<file path="config.mk">
export PLATFORM = sky130hd
export DESIGN_NAME = sklansky_subtractor_pipe
export DESIGN_NICKNAME = d
export VERILOG_FILES = /design/src/rtl/sklansky_subtractor_pipe.sv
export SDC_FILE = /design/constraint.sdc
export NUM_CORES = 1
export LEC_CHECK = 0
export ABC_AREA = 1
export BUFFER_PORTS_ARGS = -buffer_cell sky130_fd_sc_hd__buf_2
export CAP_MARGIN = 0
export CORE_MARGIN = 5
export CORE_UTILIZATION = 25
export CTS_CLUSTER_DIAMETER = 30
export CTS_CLUSTER_SIZE = 10
export DETAILED_ROUTE_END_ITERATION = 10
export MAX_ROUTING_LAYER = met4
export PLACE_DENSITY_LB_ADDON = 0.05
export SLEW_MARGIN = 20
export SYNTH_ARGS = -nofsm -noshare
export SYNTH_HDL_FRONTEND = slang
export SYNTH_SLANG_ARGS = --single-unit
</file>
<file path="constraint.sdc">
create_clock -name clk -period 6.47 [get_ports clk]
set_input_delay 1.294 -clock clk [delete_from_list [all_inputs] [get_ports clk]]
set_output_delay 1.294 -clock clk [all_outputs]
set_load 0.03 [all_outputs]
</file>
<file path="src/rtl/sklansky_subtractor_pipe.sv">
// Two-stage flow-controlled subtractor y = a - b - bin on a Sklansky prefix network.
// Define SKLANSKY_SUB_SAT_EN to clamp y to the signed range on overflow.
module sklansky_subtractor_pipe #(
  parameter int SIZE = 32
) (
  input  logic            clk,
  input  logic            rst_n,
  input  logic            in_valid,
  output logic            in_ready,
  input  logic [SIZE-1:0] a,
  input  logic [SIZE-1:0] b,
  input  logic            bin,
  output logic            out_valid,
  input  logic            out_ready,
  output logic [SIZE-1:0] y,
  output logic            bout,
  output logic            zero,
  output logic            ovf
);

  localparam int L = (SIZE > 1) ? $clog2(SIZE) : 1;

  logic            r_s1_valid;
  logic [SIZE-1:0] r_a;
  logic [SIZE-1:0] r_b;
  logic            r_bin;

  logic            r_s2_valid;
  logic [SIZE-1:0] r_y;
  logic            r_bout;
  logic            r_zero;
  logic            r_ovf;

  logic            w_in_xfer;
  logic            w_s2_load;

  assign in_ready  = !r_s1_valid | !r_s2_valid | out_ready;
  assign w_in_xfer = in_valid & in_ready;
  assign w_s2_load = r_s1_valid & (!r_s2_valid | out_ready);

  // a + ~b + !bin; the carry-in is folded into bit 0's generate
  logic [SIZE-1:0] w_bn;
  logic            w_cin;
  logic [SIZE-1:0] w_g0;
  logic [SIZE-1:0] w_p0;
  logic [SIZE-1:0] w_g [0:L];
  logic [SIZE-1:0] w_p [0:L];

  assign w_bn   = ~r_b;
  assign w_cin  = ~r_bin;
  assign w_g0   = r_a & w_bn;
  assign w_p0   = r_a ^ w_bn;
  assign w_g[0] = {w_g0[SIZE-1:1], w_g0[0] | (w_p0[0] & w_cin)};
  assign w_p[0] = w_p0;

  for (genvar l = 0; l < L; l++) begin : g_lvl
    for (genvar i = 0; i < SIZE; i++) begin : g_bit
      if (((i >> l) & 1) == 1) begin : g_op
        localparam int J = ((i >> l) << l) - 1;
        assign w_g[l+1][i] = w_g[l][i] | (w_p[l][i] & w_g[l][J]);
        assign w_p[l+1][i] = w_p[l][i] & w_p[l][J];
      end else begin : g_pass
        assign w_g[l+1][i] = w_g[l][i];
        assign w_p[l+1][i] = w_p[l][i];
      end
    end
  end

  logic            w_unused_p;
  logic [SIZE:0]   w_c;
  logic [SIZE-1:0] w_y;
  logic            w_cout;
  logic            w_ovf;
  logic [SIZE-1:0] w_y_fin;

  assign w_unused_p = ^w_p[L];
  assign w_c        = {w_g[L], w_cin};
  assign w_y        = w_p0 ^ w_c[SIZE-1:0];
  assign w_cout     = w_c[SIZE];
  assign w_ovf      = (r_a[SIZE-1] != r_b[SIZE-1]) &
                      (w_y[SIZE-1] != r_a[SIZE-1]);

`ifdef SKLANSKY_SUB_SAT_EN
  localparam logic [SIZE-1:0] SMAX = {1'b0, {(SIZE-1){1'b1}}};
  localparam logic [SIZE-1:0] SMIN = {1'b1, {(SIZE-1){1'b0}}};

  always_comb begin
    w_y_fin = w_y;
    if (w_ovf) w_y_fin = r_a[SIZE-1] ? SMIN : SMAX;
  end
`else
  assign w_y_fin = w_y;
`endif

  always_ff @(posedge clk or negedge rst_n) begin
    if (!rst_n) begin
      r_s1_valid <= 1'b0;
      r_a        <= '0;
      r_b        <= '0;
      r_bin      <= 1'b0;
    end else begin
      if (w_in_xfer) begin
        r_s1_valid <= 1'b1;
        r_a        <= a;
        r_b        <= b;
        r_bin      <= bin;
      end else if (w_s2_load) begin
        r_s1_valid <= 1'b0;
      end
    end
  end

  always_ff @(posedge clk or negedge rst_n) begin
    if (!rst_n) begin
      r_s2_valid <= 1'b0;
      r_y        <= '0;
      r_bout     <= 1'b0;
      r_zero     <= 1'b0;
      r_ovf      <= 1'b0;
    end else begin
      if (w_s2_load) begin
        r_s2_valid <= 1'b1;
        r_y        <= w_y_fin;
        r_bout     <= ~w_cout;
        r_zero     <= (w_y_fin == '0);
        r_ovf      <= w_ovf;
      end else if (out_ready) begin
        r_s2_valid <= 1'b0;
      end
    end
  end

  assign out_valid = r_s2_valid;
  assign y         = r_y;
  assign bout      = r_bout;
  assign zero      = r_zero;
  assign ovf       = r_ovf;

endmodule

</file>
Word level (Yosys, flattened, before mapping)
Index checks and enable logic that the tools add are counted.

Logic and storage cells: 243. Input bits: 69. Output and inout port bits: 37. Register bits after elaboration: 102.

Equal/unequal tests: 2. Reductions and logical operators: 5. Bitwise operators: 223. Mux-type cells: 4.

Operators with widths (count): 1-bit AND (133); 1-bit bitwise OR (84); 32-bit XOR (2); 32-bit AND (1); 32-bit zero test (1); 32-bit NOT (1); 1-bit 2-to-1 mux (4); 2-bit nonzero test (2); 1-bit zero test (2); 1-bit inequality test (2); 1-bit NOT (2).

Logic depth before layout (Yosys ltp)
Word-level depth: 17. Mapped depth: 23. Mapped depth without buffers: 22.

Worst setup path before layout
No wires, ideal clock.

Kind: reg2reg. Start point: reg r_a[0]. End point: reg r_zero, in the netlist zero. Required time: 6.405 ns. Setup time: 0.065 ns. Data arrival time: 2.933 ns. Path buffers: 1. Clock period less this slack: 2.998 ns. Path slack: 3.472 ns. Cell stages (with the launch flop): 24. Path through: dfrtp_1 -> inv_1 -> fa_1 -> inv_1 -> fa_1 -> nand2_1 -> nand2_1 -> nand3_1 -> nand2_2 -> nand2_2 -> nand2_4 -> buf_12 -> inv_1 -> fa_1 -> nand4_1 -> nor3_1 -> nand3_1 -> nor2_1 -> nand3_1 -> nor2_1 -> nand2_1 -> nor2_1 -> nand2_1 -> nand2_1.

Longest elaborated chain between the ends: 15. Elaborated cells between the ends (all ways): 66. Classes of those cells: bitwise: 65; reduce/logical: 1.

Ends and longest elaborated chain: start: declaration (RTL line 24) `logic [SIZE-1:0] r_a;`; start signal: assignment (RTL line 98) `r_a <= '0;`; start signal: assignment (RTL line 104) `r_a <= a;`; 32-bit XOR (RTL line 52) `assign w_p0 = r_a ^ w_bn;`; 1-bit AND (RTL line 53) `assign w_g[0] = {w_g0[SIZE-1:1], w_g0[0] | (w_p0[0] & w_cin)};`; 1-bit bitwise OR (RTL line 53); 1-bit AND (RTL line 60) `assign w_g[l+1][i] = w_g[l][i] | (w_p[l][i] & w_g[l][J]);`; 1-bit bitwise OR (RTL line 60); 1-bit AND (RTL line 60); 1-bit bitwise OR (RTL line 60); 1-bit AND (RTL line 60); 1-bit bitwise OR (RTL line 60); 1-bit AND (RTL line 60); 1-bit bitwise OR (RTL line 60); 1-bit AND (RTL line 60); 1-bit bitwise OR (RTL line 60); 32-bit XOR * (RTL line 78) `assign w_y = w_p0 ^ w_c[SIZE-1:0];`; 32-bit zero test * (RTL line 125) `r_zero <= (w_y_fin == '0);`; end signal: assignment (RTL line 125); end: declaration (RTL line 31) `logic r_zero;`.

Every way passes the cells marked *; elsewhere a longest branch is shown, timed or not. A chain may end at the register's enable or synchronous reset.

Final worst setup path
Same ends and word-level chain as after synthesis.

==> load_flow_metrics.sql <==
INSERT INTO impl_metrics (metric_group, metric, value, unit) VALUES
('timing', 'finalClockSkew', '0.0114', 'ns'),
('timing', 'clock.fmax', '0.303', 'GHz'),
('timing', 'final.hold.worst_slack', '0.487', 'ns'),
('layout', 'instances_no_fill', '1061', ''),
('logic_synthesis', 'synthesis_warning_total', '0', ''),
('detailed_routing', 'avgViaCountPerCell', '4.30', ''),
('timing', 'tightest_slew', '0.875', 'ns'),
('logic_synthesis', 'synthesis.nets', '774', ''),
('detailed_routing', 'drt_drc_violations_left', '0', ''),
('logic_synthesis', 'synth_seq_cells', '102', ''),
('clock_tree', 'worstSkewPairLatency', '0.35', 'ns'),
('placed_design', 'portBuffers', '105', ''),
('job', 'drv_cap', '0', ''),
('grt', 'grt_first_pass_wirelength', '24.3', 'mm'),
('logic_synthesis', 'netlist_instances', '669', ''),
('placed_design', 'dp_slack', '3.13', 'ns'),
('timing', 'min_period', '3.31', 'ns'),
('worst_setup_path', 'critical_path.endpoint_type', 'register', ''),
('grt', 'grt_usage', '12.0', '%'),
('layout', 'nNetsFinal', '876', ''),
('clock_tree', 'cts_htree_levels', '3', ''),
('die', 'fp.dieH', '160', 'um'),
('layout', 'drive_gt1_share', '23.7', '%'),
('outcome', 'status', 'finished, final reports clean', ''),
('clock_tree', 'ctsRootBufferMaster', 'clkbuf_16', ''),
('timing', 'maxSlewViolCount', '0', ''),
('detailed_routing', 'postRouteAntennaNets', '0', ''),
('detailed_routing', 'post_drt_wl_per_cell', '13.8', 'um'),
('timing', 'totalNegativeSetupSlack', '0', 'ns'),
('clock_tree', 'clockBufferDepth', '2', ''),
('placed_design', 'placed_cells', '1045', ''),
('detailed_routing', 'totalWireLength', '14.6', 'mm'),
('grt', 'number_of_global_route_vias_before_repair', '4805', ''),
('clock_tree', 'cts-resized-gates', '0', ''),
('layout', 'antenna_cells_inserted', '0', ''),
('worst_setup_path', 'cp_data_arrival_time', '3.59', 'ns'),
('die', 'die_area', '25700', 'um^2'),
('power_and_ir_drop', 'vdd_drop_max', '162', 'uV'),
('logic_synthesis', 'edff_count_synth', '0', ''),
('clock_tree', 'clock_tree_from_tritoncts', 'built', ''),
('grt', 'grt_start_max_net_pins', '65', ''),
('grt', 'grt_antenna_before_repair', '0', ''),
('power_and_ir_drop', 'power.static_leakage', '0.00355', 'uW'),
('logic_synthesis', 'synth_area', '5660', 'um^2'),
('min_path', 'worstHoldPathType', 'register to register', ''),
('worst_setup_path', 'criticalPathCategory', 'register to register', ''),
('logic_synthesis', 'postSynthAreaPerCell', '8.45', 'um^2'),
('worst_setup_path', 'cp_max_fo', '16', ''),
('placed_design', 'postPlaceCellArea', '6480', 'um^2'),
('die', 'io-pin-count', '106', ''),
('power_and_ir_drop', 'power_density_of_the_placed_cells', '382', 'nW/um^2'),
('timing', 'report.final.setup_viol', '0', ''),
('placed_design', 'place_congestion', '0.755', ''),
('worst_setup_path', 'critical_path_required', '6.75', 'ns'),
('placed_design', 'place_hpwl', '11.1', 'mm'),
('logic_synthesis', 'postSynth.topFlopCell', 'dfrtp_1', ''),
('logic_synthesis', 'synthDistinctLibCells', '34', ''),
('clock_tree', 'numCtsBuffers', '9', ''),
('timing', 'timing.slew.headroom', '41.7', '%'),
('timing', 'setup_slack', '3.16', 'ns'),
('grt', 'gr-total-overflow', '0', ''),
('timing', 'grt_setup_unrepaired', 'false', ''),
('die', 'area_inside_the_core_boundary', '22400', 'um^2'),
('clock_tree', 'cts_hold_repair.buffers', '0', ''),
('layout', 'flow.area_growth_from_synthesis', '19.6', '%'),
('timing', 'ratio_of_final_minimum_period_to_clock_period', '51.1', '%'),
('detailed_routing', 'routed-via-count', '4558', ''),
('clock_tree', 'number_of_clock_sinks_seen_by_cts', '102', ''),
('detailed_routing', 'initialDrtViolationCount', '200', ''),
('die', 'fp.dieW', '160', 'um'),
('worst_setup_path', 'critical_path.startpoint_type', 'register', ''),
('detailed_routing', 'detailedRoute.firstPassIterationCount', '4', ''),
('clock_tree', 'setup_bufs_post_cts', '0', ''),
('layout', 'final_cell_area', '6770', 'um^2'),
('logic_synthesis', 'synthArstFlopShare', '100', '%'),
('die', 'effective_utilization_at_floorplan', '25.2', '%'),
('timing', 'finalHoldViolations', '0', ''),
('die', 'fp-row-count', '55', ''),
('logic_synthesis', 'ys_seq_area_share', '45.1', '%'),
('clock_tree', 'clkSlewWorstSetupHoldPaths', '0.07', 'ns');
-- placed cells by master (no fill, tap or decap), types with 5 or more instances in the layout --
cell type,synthesis,final
ha_1,30,30
buf_2,3,104
nand2_2,14,14
mux2_2,31,31
nor2_1,85,85
o21ai_0,14,14
fa_1,6,6
inv_1,91,91
clkbuf_16,0,9
buf_4,0,5
nand3_2,5,5
a31oi_1,15,15
nand2_1,149,148
dfrtp_1,102,102
nand3_1,27,27
a21oi_1,52,52
-- cells by family after synthesis --
kind of cell | Yosys count | synth area share [%]
flops | 102 | 45.1
mux | 31 | 6.17
buf+inv | 111 | 7.85
xor+xnor | 4 | 0.619
simple gates | 293 | 22.1
compound gates | 92 | 9.31
fa+ha+maj | 36 | 8.76
-- Yosys cell counts (4+ instances only) --
library cell,n,area (um^2)
inv_1,91,342
nand3_2,5,50.1
xnor2_1,4,35.0
mux2_2,31,349
fa_1,6,120
a31oi_1,15,93.8
nor2_1,85,319
nand3_1,27,135
nand2_1,149,559
a21oi_1,52,260
ha_1,30,375
dfrtp_1,102,2550
buf_1,4,15.0
nand3b_1,4,30.0
nand2_2,14,87.6
o21ai_0,14,70.1
clkbuf_1,9,33.8
-- cell type report --
| cell class | instances | area, um^2 |
|---|---|---|
| clock buffers | 12 | 236 |
| multi-input cells | 456 | 2670 |
| repair buffers | 109 | 558 |
| flip-flops and latches | 102 | 2550 |
| well taps | 285 | 357 |
| fillers | 2440 | 15700 |
| clock inverters | 4 | 47.5 |
| inverters | 93 | 349 |
-- worst paths after layout --
| check | from | to | slack [ns] | cells past startpoint |
|---|---|---|---|---|
| max | r_a[0]$_DFFE_PN0P_ | zero$_DFFE_PN0P_ | 3.16 | 22 |
| min | bout$_DFFE_PN0P_ | bout$_DFFE_PN0P_ | 0.49 | 2 |
| max reg2reg | r_a[0]$_DFFE_PN0P_ | zero$_DFFE_PN0P_ | 3.16 | 22 |
| min reg2reg | bout$_DFFE_PN0P_ | bout$_DFFE_PN0P_ | 0.49 | 2 |
| max in group asynchronous | rst_n | r_a[10]$_DFFE_PN0P_ | 4.25 | 2 |
| min in group asynchronous | rst_n | r_a[22]$_DFFE_PN0P_ | 0.92 | 1 |
-- worst max-delay path, cell delays in order, from the launching register on --
cell     delay, ns
dfrtp_1       0.32
inv_1         0.06
fa_1          0.41
inv_1         0.07
fa_1          0.20
nand2_1       0.06
nand2_1       0.10
nand3_1       0.10
nand2_2       0.16
nand2_2       0.08
nand2_4       0.20
inv_1         0.08
fa_1          0.51
nand4_1       0.09
nor3_1        0.17
nand3_1       0.08
nor2_1        0.09
nand3_1       0.10
nor2_1        0.10
nand2_1       0.05
nor2_1        0.09
nand2_1       0.06
nand2_1       0.05
-- metrics by stage --
| stage | power (uW) | util (%) |
|---|---|---|
| global route | 2800 | 30.2 |
| finish | 2580 | 30.2 |
| CTS | 2650 | 30.2 |
| floorplan | 1720 | - |
| global placement | 2070 | 28.9 |
| detailed placement | 2070 | 28.9 |
-- sequential cells by signal (all words and copies together) (netlist names) --
register	flops
r_a	32
r_b	32
y	32
bout	1
out_valid	1
ovf	1
r_bin	1
r_s1_valid	1
zero	1
-- layer usage --
| layer | wire length [um] | track usage (%) |
|---|---|---|
| met3 | 572 | 2.59 |
| met2 | 6920 | 19.0 |
| met4 | 178 | 3.32 |
| met1 | 6970 | 15.6 |
| met5 | 0 | - |
-- where the power goes --
part / switching [uW] / internal (uW)
Sequential: 102 / 806
Clock: 249 / 300
Combinational: 755 / 370
(Power assumes the default switching activity.)
